===== src/rtl/j4_io_hub.sv =====
// j4 core I/O stage: per-slot inbox FIFOs, requester-ID readback and slot-kill register.
// Optional build macro J4_IO_HUB_TICKS_EN adds a 32-bit cycle counter readable at 0x1002/0x1004.
module j4_io_hub #(
  parameter int WIDTH      = 16,
  parameter int MBOX_DEPTH = 4
) (
  input  logic             clk,
  input  logic             resetq,
  input  logic             io_rd,
  input  logic             io_wr,
  input  logic [15:0]      io_addr,
  input  logic [WIDTH-1:0] io_dout,
  input  logic [1:0]       io_slot,
  output logic [WIDTH-1:0] io_din,
  output logic [3:0]       kill_slot_rq,
  output logic [3:0]       mbox_nonempty
);
  localparam int AW = $clog2(MBOX_DEPTH);

  logic             r_rd;
  logic             r_wr;
  logic [15:0]      r_addr;
  logic [WIDTH-1:0] r_dout;
  logic [1:0]       r_slot;
  logic [WIDTH-1:0] r_mem [4][MBOX_DEPTH];
  logic [AW:0]      r_rdp [4];
  logic [AW:0]      r_wrp [4];
  logic [3:0]       r_ovf;
  logic [3:0]       r_kill;

  logic             w_rd;
  logic             w_wr;
  logic [3:0]       w_nempty;
  logic [3:0]       w_full;
  logic             w_pop;
  logic             w_push_req;
  logic             w_push;
  logic [1:0]       w_push_n;
  logic [3:0]       w_ovf_set;
  logic [3:0]       w_ovf_clr;
  logic [3:0]       w_kill;
  logic [WIDTH-1:0] w_din;

`ifdef J4_IO_HUB_TICKS_EN
  logic [31:0] r_cnt;
  logic [15:0] r_shadow;
`endif

  // Single request stage: every core-side signal captured once, unconditionally.
  always_ff @(posedge clk or negedge resetq) begin
    if (!resetq) begin
      r_rd   <= 1'b0;
      r_wr   <= 1'b0;
      r_addr <= 16'h0000;
      r_dout <= {WIDTH{1'b0}};
      r_slot <= 2'd0;
    end else begin
      r_rd   <= io_rd;
      r_wr   <= io_wr;
      r_addr <= io_addr;
      r_dout <= io_dout;
      r_slot <= io_slot;
    end
  end

  // Request decode; a simultaneous rd+wr is a write.
  always_comb begin
    w_rd       = r_rd & ~r_wr;
    w_wr       = r_wr;
    for (int n = 0; n < 4; n++) begin
      w_nempty[n] = (r_rdp[n] != r_wrp[n]);
      w_full[n]   = (r_rdp[n][AW-1:0] == r_wrp[n][AW-1:0]) && (r_rdp[n][AW] != r_wrp[n][AW]);
    end
    w_pop      = w_rd && (r_addr == 16'h2000) && w_nempty[r_slot];
    w_push_n   = r_addr[1:0];
    w_push_req = w_wr && (r_addr[15:2] == 14'h0800);
    w_push     = w_push_req && !w_full[w_push_n];
    w_ovf_set  = 4'b0000;
    if (w_push_req && w_full[w_push_n]) begin
      w_ovf_set[w_push_n] = 1'b1;
    end else begin
      w_ovf_set = 4'b0000;
    end
    w_ovf_clr  = (w_wr && (r_addr == 16'h2004)) ? r_dout[3:0] : 4'b0000;
    w_kill     = (w_wr && (r_addr == 16'h4000)) ? r_dout[3:0] : 4'b0000;
  end

  // Read-data mux; any non-read cycle or unmapped address returns zero.
  always_comb begin
    w_din = {WIDTH{1'b0}};
    if (w_rd) begin
      case (r_addr)
        16'h1000: w_din = WIDTH'(r_slot);
        16'h2000: w_din = w_nempty[r_slot] ? r_mem[r_slot][r_rdp[r_slot][AW-1:0]] : {WIDTH{1'b0}};
        16'h2004: w_din = WIDTH'({4'h0, r_ovf, w_full, w_nempty});
`ifdef J4_IO_HUB_TICKS_EN
        16'h1002: w_din = WIDTH'(r_cnt[15:0]);
        16'h1004: w_din = WIDTH'(r_shadow);
`endif
        default:  w_din = {WIDTH{1'b0}};
      endcase
    end else begin
      w_din = {WIDTH{1'b0}};
    end
  end

  // Inbox pointers, overflow flags and kill pulse; a kill flushes by snapping rd to wr.
  always_ff @(posedge clk or negedge resetq) begin
    if (!resetq) begin
      for (int n = 0; n < 4; n++) begin
        r_rdp[n] <= '0;
        r_wrp[n] <= '0;
      end
      r_ovf  <= 4'b0000;
      r_kill <= 4'b0000;
    end else begin
      for (int n = 0; n < 4; n++) begin
        if (w_kill[n]) begin
          r_rdp[n] <= r_wrp[n];
        end else if (w_pop && (r_slot == 2'(n))) begin
          r_rdp[n] <= r_rdp[n] + 1'b1;
        end
        if (w_push && (w_push_n == 2'(n))) begin
          r_wrp[n] <= r_wrp[n] + 1'b1;
        end
      end
      r_ovf  <= (r_ovf & ~w_ovf_clr & ~w_kill) | w_ovf_set;
      r_kill <= w_kill;
    end
  end

  // Inbox storage is not reset; pointers alone define validity.
  always_ff @(posedge clk) begin
    if (w_push) begin
      r_mem[w_push_n][r_wrp[w_push_n][AW-1:0]] <= r_dout;
    end
  end

`ifdef J4_IO_HUB_TICKS_EN
  // Free-running counter; reading the low half snapshots the high half.
  always_ff @(posedge clk or negedge resetq) begin
    if (!resetq) begin
      r_cnt    <= 32'd0;
      r_shadow <= 16'h0000;
    end else begin
      r_cnt <= r_cnt + 32'd1;
      if (w_rd && (r_addr == 16'h1002)) begin
        r_shadow <= r_cnt[31:16];
      end
    end
  end
`endif

  assign io_din        = w_din;
  assign kill_slot_rq  = r_kill;
  assign mbox_nonempty = w_nempty;
endmodule

===== config.mk =====
export PLATFORM = sky130hd
export DESIGN_NAME = j4_io_hub
export DESIGN_NICKNAME = d
export VERILOG_FILES = /design/src/rtl/j4_io_hub.sv
export SDC_FILE = /design/constraint.sdc
export NUM_CORES = 1
export LEC_CHECK = 0
export ABC_CLOCK_PERIOD_IN_PS = 6600
export BUFFER_PORTS_ARGS = -buffer_cell sky130_fd_sc_hd__buf_2
export CAP_MARGIN = 10
export CORE_MARGIN = 1.5
export CORE_UTILIZATION = 40
export CTS_BUF_LIST = sky130_fd_sc_hd__clkbuf_4
export CTS_CLUSTER_SIZE = 10
export DETAILED_ROUTE_END_ITERATION = 8
export PLACE_DENSITY = 0.64
export SYNTH_ARGS = -nofsm -noshare
export SYNTH_HDL_FRONTEND = slang
export SYNTH_SLANG_ARGS = --single-unit
export TNS_END_PERCENT = 100

===== constraint.sdc =====
create_clock -name clk -period 6.6 [get_ports clk]
set_input_delay 0 -clock clk [delete_from_list [all_inputs] [get_ports clk]]
set_output_delay 0 -clock clk [all_outputs]
set_load 0.05 [all_outputs]

==> flow_summary.toml <==
[synth]
syn-cell-area_um2 = 12990
synthArstFlopShare = 0.2099
synthFlopType = "edfxtp_1"
synth.distinct_cells = 47
synth_fp_nets = 730
ys_ff_latch = 324
avgSynthCellArea_um2 = 18.99
syn_inst = 684
yosysSeqAreaShare = 0.7228
yosys_warnings = 0
synth_edf_count = 256

[critical_path]
cp_top_family = "buffers and inverters"
endpoint = "io_din[11]"
startpoint = "r_slot[0]"
crit_path_top_delay_cell = "dfrtp_4"
worstSetupPathType = "reg2out"
cp-start-kind = "register"
cp.arrival_ns = 4.00
rr_endpoint = "r_mem[2][35]"
rr_worst_depth = 6
rrSetupSlack_ns = 3.30
slowest_delay_ns = 0.84
cp_num_cells = 6
end_kind = "output pin"
required_ns = 6.60
reg2reg_from = "r_addr[7]"
path_cells = "buf_4, mux4_2, mux2_2, a21oi_1, o21ai_0, buf_2"
crit_buf_inv = 2
crit_fanout = 40

[cts]
cts-resized-gates = 0
cts_tree = "done"
clk_latency_ns = 0.70
cts.path.max_buffers = 3
h-tree-depth = 3
clk_pin_slew_worst_paths_ns = 0.07
cts_buffers = 85
cts_sinks = 324
cts_root_buffer = "clkbuf_4"

[finish]
syn2layout_area_growth_pct = 21.37
multiInputGateArea_um2 = 3425
drive_above_1_share = 0.3427
fin_cells = 1402
fill_cells = 2672
final_common_cell = "edfxtp_1"
seq_area_um2 = 9394
mostFrequentLayoutCells = "edfxtp_1, clkbuf_4, dlygate4sd3_1, mux4_2, dfrtp_1"
num-nets-final = 946

[sta]
rsz0062_at_grt = "no"
tightest_slew_ns = 1.208
timing.slew.headroom = 0.1948
tns_ns = 0
setup_viol = 0
finalHoldViolations = 0
min_period_over_period = 0.6053
timing.fmax_mhz = 250.3
fin_crit_ns = 3.995
fin_skew_ns = 0.04104
drv_slew = 0

[min_path]
hold_path_class = "in2reg"

[route]
wire_per_inst_um = 21.38
first_pass_iters = 5
via_per_inst = 5.159
vias = 7233
drt_iter0_drc = 577
drt_wl_total_um = 29970
drt_drc_violations_left = 0
postRouteAntennaNets = 0

[pwr]
power.density_nw_per_um2 = 266.9
max-vdd-ir-drop_v = 0.0001446
power_leakage_nw = 5.838

[place]
port_buffers = 61
dp_hpwl_um = 17810
dp_cells = 1173
gp_congestion = 0.8181

[floorplan]
die-height_um = 183.2
fp-row-count = 65
ios = 62
start_util = 0.4085
die_w_um = 183.2
core_um2 = 31800
die-area_um2 = 33560

[job]
max_cap_violations = 0

[global_route]
grt_pass1_vias = 7537
gr-total-overflow = 0
grt_max_degree = 65
antenna_found_initial = 1
grt_pass1_wl_um = 45290
grt_usage = 0.1866

[run_status]
status = "finished, final reports clean"
## state kept, by name, summed over array words and instances, names as in the netlist
register,cells
r_ovf,4
r_addr,16
r_rd,1
r_wrp,12
r_slot,2
r_rdp,12
kill_slot_rq,4
r_dout,16
r_wr,1
r_mem,256
## final cells by class
cell class,count,area share
sequential,324,0.5958
multi-input combinational,322,0.2172
timing repair buffer,154,0.07571
clock buffer,133,0.06333
tap,435,0.03452
clock inverter,20,0.01016
inverter,13,0.003095
antenna,1,0.0001587
## what timing repair did
item                      4_1_cts  5_1_grt
hold buffers                   75        0
setup buffers                   0        0
hold endpoints to repair      104        0
## cells in the mapped netlist, types with 2 or more instances
| cell type | instances | area (um2) |
|---|---|---|
| a2111oi_0 | 2 | 17.52 |
| a211oi_1 | 4 | 30.03 |
| a211oi_2 | 4 | 50.05 |
| a21oi_1 | 15 | 75.07 |
| a22oi_1 | 2 | 15.01 |
| a32o_1 | 4 | 40.04 |
| and3_1 | 2 | 12.51 |
| buf_2 | 11 | 55.05 |
| buf_4 | 2 | 15.01 |
| buf_6 | 2 | 22.52 |
| clkbuf_1 | 10 | 37.54 |
| dfrtp_1 | 68 | 1702 |
| edfxtp_1 | 256 | 7687 |
| ha_1 | 8 | 100.1 |
| inv_1 | 13 | 48.80 |
| mux2_1 | 3 | 33.78 |
| mux2_2 | 24 | 270.3 |
| mux2i_1 | 18 | 180.2 |
| mux4_2 | 68 | 1531 |
| nand2_1 | 21 | 78.83 |
| nand2_2 | 3 | 18.77 |
| nand2b_1 | 2 | 12.51 |
| nand3_1 | 7 | 35.03 |
| nand4_1 | 3 | 18.77 |
| nand4_2 | 2 | 25.02 |
| nor2_1 | 43 | 161.4 |
| nor2b_1 | 8 | 50.05 |
| nor3_1 | 7 | 35.03 |
| nor4_1 | 5 | 31.28 |
| nor4_2 | 2 | 25.02 |
| nor4_4 | 4 | 85.08 |
| nor4bb_1 | 2 | 20.02 |
| o21ai_0 | 6 | 30.03 |
| o22ai_1 | 7 | 43.79 |
| o311ai_0 | 3 | 26.28 |
| o31ai_1 | 4 | 30.03 |
| or3_1 | 2 | 12.51 |
| xnor2_1 | 9 | 78.83 |
| xor2_1 | 20 | 175.2 |
## how the worst min path moves through the flow
stage	from	to	slack, ns	cells past startpoint
after floorplan	resetq	kill_slot_rq[0]	-0.30	0
after global placement	io_dout[15]	r_dout[15]	0.11	1
after detailed placement	io_slot[0]	r_slot[0]	0.11	1
after CTS	io_addr[2]	r_addr[2]	0.42	3
after global routing	io_addr[8]	r_addr[8]	0.43	3
final	io_addr[8]	r_addr[8]	0.48	3
## layer usage
| layer | vias up | routed length (um) | GRT usage |
|---|---|---|---|
| met1 | 3729 | 13490 | 0.2634 |
| met2 | 244 | 14070 | 0.2841 |
| met4 | 0 | 533 | 0.07016 |
| met5 | - | 0 | 0 |
| met3 | 40 | 1885 | 0.04170 |
| li1 | 3220 | - | - |
## per-stage QoR
| stage | power (mW) | setup slack, ns | hold WS [ns] | util | area, um2 |
|---|---|---|---|---|---|
| finish | 4.209 | 2.605 | 0.4810 | 0.4958 | 15770 |
| global route | 4.385 | 2.325 | 0.4279 | 0.4958 | 15770 |
| CTS | 4.267 | 2.459 | 0.4180 | 0.4957 | 15760 |
| detailed placement | 2.404 | 3.234 | 0.1097 | 0.4357 | 13850 |
| global placement | 2.402 | 3.241 | 0.1079 | 0.4357 | 13850 |
| floorplan | 2.350 | 3.937 | -0.2956 | - | 12990 |
## report_power, final
part / switching, mW / leakage [nW] / internal (mW)
Sequential: 0.0392 / 3.16 / 2.22
Clock: 0.786 / 0.684 / 1.03
Combinational: 0.0556 / 1.99 / 0.0816
Total: 0.880 / 5.84 / 3.33
## worst reg2reg max path, delay by kind of cell (launching register included)
kind | cells | cell delay (ns)
buf+inv | 1 | 0.34
flops | 1 | 0.39
simple gates | 5 | 2.27
## kinds of logic (layout without fill, tap and decap cells)
logic type      Yosys count  count (layout)  synth area share
simple gates            119             119           0.05211
flops                   324             324            0.7228
buf+inv                  38             320           0.01377
fa+ha+maj                 8               8          0.007706
compound gates           53              53           0.02890
xor+xnor                 29              29           0.01955
mux                     113             113            0.1552
other cells               0               1                 0
Power figures use the tool's default switching activity.
